**config.mk**
```make
export PLATFORM = sky130hd
export DESIGN_NAME = itype_pipe
export DESIGN_NICKNAME = d
export VERILOG_FILES = /design/src/rtl/itype_pipe.sv
export SDC_FILE = /design/constraint.sdc
export NUM_CORES = 2
export LEC_CHECK = 0
export CORE_MARGIN = 8
export CORE_UTILIZATION = 30
export DETAILED_ROUTE_END_ITERATION = 10
export PLACE_DENSITY = 0.44
export SYNTH_ARGS = -nofsm -noshare
export SYNTH_HDL_FRONTEND = slang
export SYNTH_SLANG_ARGS = --single-unit
```
**constraint.sdc**
```tcl
create_clock -name clk -period 10.33 [get_ports clk]
set_clock_uncertainty 0.05 [all_clocks]
set_input_delay 2.066 -clock clk [delete_from_list [all_inputs] [get_ports clk]]
set_output_delay 2.066 -clock clk [all_outputs]
set_load 0.005 [all_outputs]
```
**src/rtl/itype_pipe.sv**
```systemverilog
// itype_pipe: three-stage (Decode / Execute / Writeback) MIPS integer datapath.
//
// Owns the PC, the 32-entry register file, the ALU and branch resolution, and
// drives external instruction and data memories. Full forwarding from W into
// X plus write-through reads in D remove every stall; a taken branch squashes
// the one instruction sitting in D.
//
// Parameters
//   DATA_W      register / ALU / data-memory width (32 or 64)
//   PC_W        PC and instruction-address width (>= 8)
//   ADDR_W      data-memory word-address width (<= DATA_W)
//   RESET_PC    PC value loaded on reset
//   BRANCH_MODE 0 = absolute target imm, 1 = pc+1+sext(imm)
//
// Ports
//   clk, rst      rising-edge clock, synchronous active-high reset
//   en            run enable; 0 freezes all architectural state
//   im_address    current PC to instruction memory
//   instruction   instruction at im_address (same cycle)
//   dm_q          data-memory read data, valid the cycle after its address
//   dm_we/dm_address/dm_d  data-memory write strobe, word address, write data
//   wb_we/wb_rd/wb_data    register write trace of the W stage
//   branch_taken  pulse when a taken branch redirects the PC
//   retired       instructions leaving W, wraps at 2^32
module itype_pipe #(
    parameter int              DATA_W      = 32,
    parameter int              PC_W        = 16,
    parameter int              ADDR_W      = 16,
    parameter logic [PC_W-1:0] RESET_PC    = '0,
    parameter int              BRANCH_MODE = 0
) (
    input  logic              clk,
    input  logic              rst,
    input  logic              en,
    output logic [PC_W-1:0]   im_address,
    input  logic [31:0]       instruction,
    input  logic [DATA_W-1:0] dm_q,
    output logic              dm_we,
    output logic [ADDR_W-1:0] dm_address,
    output logic [DATA_W-1:0] dm_d,
    output logic              wb_we,
    output logic [4:0]        wb_rd,
    output logic [DATA_W-1:0] wb_data,
    output logic              branch_taken,
    output logic [31:0]       retired
);
    localparam int SH_W = $clog2(DATA_W);

    typedef enum logic [3:0] {
        OP_ADD, OP_SUB, OP_AND, OP_OR, OP_XOR, OP_SLT, OP_SLL, OP_SRL, OP_PASS
    } alu_op_t;

    logic [PC_W-1:0]   pc;
    logic [DATA_W-1:0] rf [32];
    logic [31:0]       ret_q;

    // X stage registers
    logic              x_valid, x_use_imm, x_wr, x_lw, x_sw, x_beq, x_bne;
    alu_op_t           x_alu;
    logic [4:0]        x_rs, x_rt, x_dest, x_sa;
    logic [15:0]       x_imm16;
    logic [DATA_W-1:0] x_imm_val, x_rs_val, x_rt_val;
    logic [PC_W-1:0]   x_pc;

    // W stage registers
    logic              w_valid, w_wr, w_lw;
    logic [4:0]        w_rd;
    logic [DATA_W-1:0] w_res;

    // Captures load data on the first frozen cycle: the memory keeps following
    // dm_address (the X instruction), so a load in W would lose its data.
    logic              hold_valid;
    logic [DATA_W-1:0] hold_q;

    logic run;
    assign run = en & ~rst;

    // ---------------- W stage ----------------
    logic [DATA_W-1:0] load_q, w_value;
    logic              w_wr_act;
    assign load_q   = hold_valid ? hold_q : dm_q;
    assign w_value  = w_lw ? load_q : w_res;
    assign w_wr_act = w_valid & w_wr & (w_rd != 5'd0);

    assign wb_we   = w_wr_act & run;
    assign wb_rd   = w_rd;
    assign wb_data = w_value;
    assign retired = ret_q + {31'd0, w_valid & run};

    // ---------------- D stage ----------------
    logic [5:0]        d_op, d_func;
    logic [4:0]        d_rs, d_rt, d_rd, d_sa;
    logic [15:0]       d_imm;
    alu_op_t           d_alu;
    logic              d_use_imm, d_wr, d_lw, d_sw, d_beq, d_bne;
    logic [4:0]        d_dest;
    logic [DATA_W-1:0] d_imm_val, d_rs_val, d_rt_val;

    assign d_op   = instruction[31:26];
    assign d_rs   = instruction[25:21];
    assign d_rt   = instruction[20:16];
    assign d_rd   = instruction[15:11];
    assign d_sa   = instruction[10:6];
    assign d_func = instruction[5:0];
    assign d_imm  = instruction[15:0];

    always_comb begin
        d_alu     = OP_ADD;
        d_use_imm = 1'b0;
        d_wr      = 1'b0;
        d_dest    = d_rt;
        d_lw      = 1'b0;
        d_sw      = 1'b0;
        d_beq     = 1'b0;
        d_bne     = 1'b0;
        d_imm_val = DATA_W'($signed(d_imm));
        case (d_op)
            6'b000000: begin
                d_dest = d_rd;
                d_wr   = 1'b1;
                case (d_func)
                    6'b100000: d_alu = OP_ADD;
                    6'b100010: d_alu = OP_SUB;
                    6'b100100: d_alu = OP_AND;
                    6'b100101: d_alu = OP_OR;
                    6'b100110: d_alu = OP_XOR;
                    6'b101010: d_alu = OP_SLT;
                    6'b000000: d_alu = OP_SLL;
                    6'b000010: d_alu = OP_SRL;
                    default:   d_wr  = 1'b0;
                endcase
            end
            6'b001000, 6'b001001: begin d_use_imm = 1'b1; d_wr = 1'b1; end
            6'b001010: begin d_alu = OP_SLT; d_use_imm = 1'b1; d_wr = 1'b1; end
            6'b001100: begin
                d_alu = OP_AND; d_use_imm = 1'b1; d_wr = 1'b1;
                d_imm_val = DATA_W'(d_imm);
            end
            6'b001101: begin
                d_alu = OP_OR; d_use_imm = 1'b1; d_wr = 1'b1;
                d_imm_val = DATA_W'(d_imm);
            end
            6'b001110: begin
                d_alu = OP_XOR; d_use_imm = 1'b1; d_wr = 1'b1;
                d_imm_val = DATA_W'(d_imm);
            end
            6'b001111: begin
                d_alu = OP_PASS; d_use_imm = 1'b1; d_wr = 1'b1;
                d_imm_val = DATA_W'($signed({d_imm, 16'h0000}));
            end
            6'b100011: begin d_use_imm = 1'b1; d_wr = 1'b1; d_lw = 1'b1; end
            6'b101011: begin d_use_imm = 1'b1; d_sw = 1'b1; end
            6'b000100: d_beq = 1'b1;
            6'b000101: d_bne = 1'b1;
            default: ;
        endcase
    end

    // Register reads with write-through from the W stage.
    always_comb begin
        d_rs_val = rf[d_rs];
        d_rt_val = rf[d_rt];
        if (w_wr_act && w_rd == d_rs) d_rs_val = w_value;
        if (w_wr_act && w_rd == d_rt) d_rt_val = w_value;
        if (d_rs == 5'd0) d_rs_val = '0;
        if (d_rt == 5'd0) d_rt_val = '0;
    end

    // ---------------- X stage ----------------
    logic [DATA_W-1:0] x_a, x_b, alu_b, x_res;
    logic [SH_W-1:0]   shamt;
    logic              x_taken;
    logic [PC_W-1:0]   x_target;

    assign x_a   = (w_wr_act && w_rd == x_rs) ? w_value : x_rs_val;
    assign x_b   = (w_wr_act && w_rd == x_rt) ? w_value : x_rt_val;
    assign alu_b = x_use_imm ? x_imm_val : x_b;
    assign shamt = SH_W'(x_sa);

    always_comb begin
        x_res = x_a + alu_b;
        case (x_alu)
            OP_SUB:  x_res = x_a - alu_b;
            OP_AND:  x_res = x_a & alu_b;
            OP_OR:   x_res = x_a | alu_b;
            OP_XOR:  x_res = x_a ^ alu_b;
            OP_SLT:  x_res = ($signed(x_a) < $signed(alu_b)) ? DATA_W'(1) : '0;
            OP_SLL:  x_res = x_b << shamt;
            OP_SRL:  x_res = x_b >> shamt;
            OP_PASS: x_res = alu_b;
            default: x_res = x_a + alu_b;
        endcase
    end

    assign x_taken  = x_valid & ((x_beq & (x_a == x_b)) | (x_bne & (x_a != x_b)));
    assign x_target = (BRANCH_MODE == 1) ? (x_pc + PC_W'(1) + PC_W'($signed(x_imm16)))
                                         : PC_W'(x_imm16);

    assign im_address   = pc;
    assign branch_taken = x_taken & run;
    assign dm_we        = x_valid & x_sw & run;
    assign dm_address   = x_res[ADDR_W-1:0];
    assign dm_d         = x_b;

    // ---------------- state ----------------
    always_ff @(posedge clk) begin
        if (rst) begin
            pc         <= RESET_PC;
            x_valid    <= 1'b0;
            w_valid    <= 1'b0;
            w_wr       <= 1'b0;
            w_lw       <= 1'b0;
            w_rd       <= '0;
            w_res      <= '0;
            ret_q      <= '0;
            hold_valid <= 1'b0;
            hold_q     <= '0;
            for (int i = 0; i < 32; i++) rf[i] <= '0;
        end else if (en) begin
            hold_valid <= 1'b0;
            pc         <= x_taken ? x_target : pc + PC_W'(1);
            // the instruction in D is squashed behind a taken branch
            x_valid    <= ~x_taken;
            x_alu      <= d_alu;
            x_use_imm  <= d_use_imm;
            x_wr       <= d_wr;
            x_lw       <= d_lw;
            x_sw       <= d_sw;
            x_beq      <= d_beq;
            x_bne      <= d_bne;
            x_rs       <= d_rs;
            x_rt       <= d_rt;
            x_dest     <= d_dest;
            x_sa       <= d_sa;
            x_imm16    <= d_imm;
            x_imm_val  <= d_imm_val;
            x_rs_val   <= d_rs_val;
            x_rt_val   <= d_rt_val;
            x_pc       <= pc;
            w_valid    <= x_valid;
            w_wr       <= x_valid & x_wr;
            w_lw       <= x_lw;
            w_rd       <= x_dest;
            w_res      <= x_res;
            ret_q      <= ret_q + {31'd0, w_valid};
            if (w_wr_act) rf[w_rd] <= w_value;
        end else if (!hold_valid) begin
            hold_valid <= 1'b1;
            hold_q     <= dm_q;
        end
    end
endmodule

```
=== Word-level counts from Yosys, hierarchy flattened ===
Memory sizes are Yosys's and may differ from the RTL's. A register that Yosys moved wholly into a read port is not among the register bits.
Cells that the tools add are included.

* Bits in latches: 0
* Logic and storage cells: 122
* ROM bits: 0
* Bits in writable memories: 1024
* Register bits after elaboration: 200
* Memories: 1

* Equal/unequal tests: 30
* Reductions and logical operators: 13
* Bitwise operators: 18
* Div/mod/pow operators: 0
* Muxes and demuxes: 29
* Magnitude comparators: 1
* Add/sub/neg operators: 5
* $mul: 0
* Shifts and indexed selects: 2

{| class="wikitable"
|+ Memories
! name !! words !! width !! read ports !! clocked after Yosys merged registers in !! write ports !! line !! source
|-
| rf || 32 || 32 || 2 || 2 || 32 || 54 || <nowiki>logic [DATA_W-1:0] rf [32];</nowiki>
|}

{| class="wikitable"
|+ Operator list
! cell !! number
|-
| 32-bit case mux with 8 select lines || 1
|-
| 32-bit two-way mux || 6
|-
| 32-bit by 1-bit adder with 32-bit output || 2
|-
| 32-bit case mux with 2 select lines || 1
|-
| 6-bit == test, second input constant || 8
|-
| 6-bit by 4-bit == test with 1-bit output, second input constant || 7
|-
| 32-bit adder || 1
|-
| 32-bit bitwise AND || 1
|-
| 32-bit == test || 1
|-
| 32-bit < comparator || 1
|-
| 32-bit inequality test || 1
|-
| 32-bit bitwise OR || 1
|-
| 32-bit OR reduction || 1
|-
| 32-bit by 5-bit << shifter with 32-bit output || 1
|-
| 32-bit by 5-bit >> shifter with 32-bit output || 1
|-
| 32-bit subtractor || 1
|-
| 32-bit XOR || 1
|-
| 4-bit case mux with 6 select lines || 1
|-
| 3-bit case mux with 7 select lines || 1
|-
| 16-bit by 1-bit adder with 16-bit output, second input constant || 1
|-
| 4-bit by 3-bit == test with 1-bit output, second input constant || 4
|-
| 16-bit two-way mux || 1
|-
| 8-bit OR reduction || 2
|-
| 1-bit two-way mux || 15
|-
| 18 further kinds || 37
|}

=== Depth between registers and ports, before layout ===
* Depth in word-level cells: 9
* Depth in mapped cells: 26

=== Worst setup path after synthesis ===
OpenSTA, ideal clock, no wires.

* Path type: in2out
* From: in en
* To: out retired[26]
* Arrival: 8.548 ns
* Path slack: -0.334 ns
* Path buffers: 2
* Data required time: 8.214 ns
* Cell stages on the path: 14
* Cells stage by stage: clkbuf_1 -> inv_1 -> nor2_1 -> clkbuf_1 -> and2_1 -> ha_1 -> ha_1 -> and3_1 -> nand3_1 -> nor3_1 -> nand3_1 -> nor2_1 -> nand2_1 -> xnor2_1

* Cells in the longest elaborated chain, start to end: 3

{| class="wikitable"
|+ Ends and longest elaborated chain
! what !! line !! source
|-
| from (decl) || 34 || <nowiki>input logic en,</nowiki>
|-
| 1-bit bitwise AND || 76 || <nowiki>assign run = en & ~rst;</nowiki>
|-
| net run || 75 || <nowiki>logic run;</nowiki>
|-
| 1-bit bitwise AND || 88 || <nowiki>assign retired = ret_q + {31'd0, w_valid & run};</nowiki>
|-
| 32-bit by 1-bit adder with 32-bit output || 88 ||
|-
| to (decl) || 45 || <nowiki>output logic [31:0] retired</nowiki>
|}

The timed path passes the listed nets, and every way through them passes these cells.

=== Worst setup path after layout ===
* From: reg w_rd[3] (netlist: wb_rd[3])
* To: out dm_address[15]

* Cells in the longest elaborated chain, start to end: 7

{| class="wikitable"
|+ Ends and longest elaborated chain
! what !! line !! source
|-
| from (decl) || 67 || <nowiki>logic [4:0] w_rd;</nowiki>
|-
| from (signal assigned) || 243 || <nowiki>w_rd <= x_dest;</nowiki>
|-
| 5-bit nonzero test || 83 || <nowiki>assign w_wr_act = w_valid & w_wr & (w_rd != 5'd0);</nowiki>
|-
| 1-bit bitwise AND || 83 ||
|-
| 1-bit logical AND || 176 || <nowiki>assign x_b = (w_wr_act && w_rd == x_rt) ? w_value : x_rt_val;</nowiki>
|-
| 32-bit two-way mux || 176 ||
|-
| 32-bit two-way mux || 177 || <nowiki>assign alu_b = x_use_imm ? x_imm_val : x_b;</nowiki>
|-
| 32-bit adder, or another cell as far along || 191 || <nowiki>default: x_res = x_a + alu_b;</nowiki>
|-
| 32-bit case mux with 8 select lines * || 182 || <nowiki>case (x_alu)</nowiki>
|-
| to (decl) || 39 || <nowiki>output logic [ADDR_W-1:0] dm_address,</nowiki>
|}

Every way passes the cells marked *; elsewhere a longest branch is shown, timed or not.

==> summary.md <==
| Metric | Value |
|---|---|
| Status | `complete, no violations` |
| Total power per unit cell area | `162 nW/um2` |
| RD Place Congestion | `1.00` |
| Worst Hold Launch | `hold_q[30]` |
| Initial Utilization | `30.1%` |
| Fraction of the mapped netlist area in simple logic gates | `11.8%` |
| CTS resizes | `0` |
| H-tree depth | `4` |
| Synth Cell Area | `75400 um2` |
| Yosys warns | `0` |
| Post-Layout Cell Count | `9870` |
| Max-cap viol count | `0` |
| Complex-gate fraction of the synthesized area | `9.76%` |
| Vias in the first global route | `57300` |
| Detailed-route wire length per cell | `37.2 um` |
| Core Area | `251000 um2` |
| WP data required | `8.21 ns` |
| Iter 0 DRT Violations | `7291` |
| Crit. End Element | `output port` |
| Worst-path clk slew | `0.05 ns` |
| Total Wirelength | `368000 um` |
| Max VDD drop | `0.186 mV` |
| Die Y | `517 um` |
| Post-CTS Hold Buffers | `0` |
| Vias | `58800` |
| Largest family of logic cells by synthesized area | `multiplexers` |
| Relative slew slack | `5.83%` |
| Antenna violation net count after detailed routing | `0` |
| Pin count of the biggest net entering global routing | `85` |
| CTS max path bufs | `3` |
| Period utilisation layout | `94.8%` |
| Initial antenna violation count | `24` |
| Commonest non-fill, non-tap cell in the layout | `nor2_1` |
| DRC viols | `0` |
| Clk root buf | `clkbuf_16` |
| CTS tree | `yes` |
| Hold Path Depth | `2` |
| DP HPWL | `245000 um` |
| Highest clock rate | `102 MHz` |
| Unrepaired setup endpoints after global routing | `no` |
| Synth unique cells | `95` |
| Total die area | `268000 um2` |
| Worst Path Arrival | `7.68 ns` |
| Hold crit path type | `flop to flop` |
| P&R area growth vs syn | `14.6%` |
| Clk Latency, worst-skew pair | `0.83 ns` |
| Global-route wire length before repair | `496000 um` |
| Lkg Pwr | `30.9 nW` |
| Crit path time final | `9.79 ns` |
| Layout cells sized above 1 | `19.5%` |
| EDFF count, synth | `1161` |
| Nets | `6572` |
| Hold Path End | `hold_q[30]` |
| Asr flop ratio synth | `0%` |
| DRT Pass-1 Iters | `8` |
| Mux contribution to synthesized area | `21.4%` |
| Largest cells by area after synthesis | `edfxtp_1 46%, mux4_2 16%, nor2_1 6.5%, mux2i_1 3.6%, dfxtp_1 3.2%` |
| Synth Area per Inst | `11.8 um2` |
| Sequential share of the synthesized area | `49.5%` |
| Worst slew pin tran | `1.40 ns` |
| Worst reg2reg endpoint | `w_res[30]` |
| I/O pin count | `203` |
| Post-CTS setup buffer count | `0` |
| Most used DFF post-synth | `edfxtp_1` |
| Area leader, netlist | `edfxtp_1` |
| Adder-cell share of the synthesized area | `1.73%` |
| Inserted Clock Buffers | `155` |
| Final slew viol count | `0` |
| Cells on worst reg2reg path | `21` |
| Worst Setup Start Kind | `flop` |
| Crit path kind | `flop to output port` |
| Die X | `517 um` |
| Syn Inst Count | `6372` |
| Final setup vio count | `0` |
| Final core occ | `34.5%` |
| Most frequent cells in the layout | `1306 x nor2_1, 1161 x edfxtp_1, 552 x mux4_2` |
| Final hold viol count | `0` |
| Critical Path Fanout Max | `16` |
| GR Overflow Total | `0` |
| Clock sink count | `1283` |
| Global Route Usage Sum | `26.6%` |
| Num rows | `184` |
| Flop-to-flop setup slack | `2.95 ns` |
| Synth top area share | `46.2%` |
| Placed Cells | `9592` |
| Yosys reg bits | `1283` |
| Final Hold Slack | `0.405 ns` |
| R2r startpoint | `wb_rd[3]` |
| Vias/cell | `5.95` |
| Total negative setup slack | `0 ns` |
| Synth Area in XOR/XNOR | `1.50%` |
| Port-buffer cells | `202` |
-- sequential cells by signal, indices dropped and copies added (netlist names), 5 cells and up --
signal,cells
hold_q,32
im_address,16
ret_q,32
rf,1024
w_res,32
wb_rd,5
x_dest,5
x_imm16,12
x_imm_val,32
x_rs,5
x_rs_val,32
x_rt,5
x_rt_val,32
-- worst max path at each step --
stage	start	to	slack [ns]
final	wb_rd[3]	dm_address[15]	0.54
after global placement	dm_q[0]	dm_address[14]	0.61
after CTS	wb_rd[3]	dm_address[15]	0.54
after detailed placement	dm_q[1]	dm_address[14]	0.67
after global routing	wb_rd[3]	dm_address[15]	0.17
after floorplan	en	retired[26]	1.84
-- Yosys cell counts, types with 23 or more instances --
master,n
a21o_1,68
clkbuf_1,496
a211oi_1,120
nand3_1,65
xor2_1,59
nor2b_1,34
o211ai_1,53
mux2i_1,272
nor3_1,57
nor3b_1,23
or3_1,34
o221ai_1,51
xnor2_1,70
mux2_2,88
o22ai_1,67
edfxtp_1,1161
nand2_1,304
mux4_2,552
dfxtp_1,122
inv_1,186
buf_2,26
a221o_1,34
nor2_1,1309
a21oi_1,205
o21ai_0,159
buf_1,91
nand2b_1,73
a221oi_1,72
ha_1,101
-- area by class of cell --
cell class	count	area, um2
Inverter	189	709
Sequential cell	1283	37300
Multi-Input combinational cell	4290	35300
Timing Repair Buffer	483	4250
Clock buffer	196	4100
Tap cell	3348	4190
Fill cell	24800	164000
Antenna cell	4	10.0
Clock inverter	77	532
-- kinds of logic (layout without fill, tap and decap cells) --
kind of cell,count (synthesis),after routing
and+or+nand+nor,2060,2060
DFF,1283,1283
AOI/OAI and AO/OA,1053,1053
muxes,913,913
buffers and inverters,830,945
xor gates and xnor gates,129,129
adders and majority gates,103,103
other,1,36
-- routing by layer --
metal / global-route usage [%] / vias up / part of all wire [%]
met1: 33.2 / 30700 / 38
met4: 16.1 / 2 / 7.4
met5: 0 / - / 0.0049
met2: 42.4 / 3192 / 46
met3: 5.65 / 773 / 8.4
li1: - / 24100 / -
-- critical path: stages (launching register included) --
cell,delay [ns]
dfxtp_1,0.32
buf_4,0.23
nor3_2,0.78
a211o_1,0.60
buf_4,0.38
buf_4,0.26
o21ai_0,0.10
a21boi_1,0.15
buf_4,0.22
nand2_1,0.07
o21ai_0,0.29
inv_1,0.14
ha_1,0.33
and3_1,0.24
and3_1,0.19
a221o_1,0.45
a31o_2,0.32
and2_1,0.21
o21ai_0,0.15
nand2b_1,0.09
a221o_1,0.35
a21oi_1,0.21
buf_4,0.16
clkdlybuf4s50_1,0.56
-- where the power goes --
group	internal [mW]	total (mW)	switching, mW	leakage (nW)
Clock	2.85	5.19	2.33	2.25
Combinational	0.928	2.82	1.89	15.9
Sequential	5.88	6.03	0.158	12.8
-- stage by stage --
stage / setup slack, ns / instance area (um2) / total power [mW]
3_5_place_dp: 0.673 / 81800 / 8.91
3_3_place_gp: 0.605 / 81800 / 8.92
5_1_grt: 0.170 / 86400 / 14.4
6_report: 0.538 / 86400 / 14.0
4_1_cts: 0.537 / 86400 / 14.1
2_1_floorplan: 1.84 / 75500 / 7.57
Power figures use the tool's default switching activity.
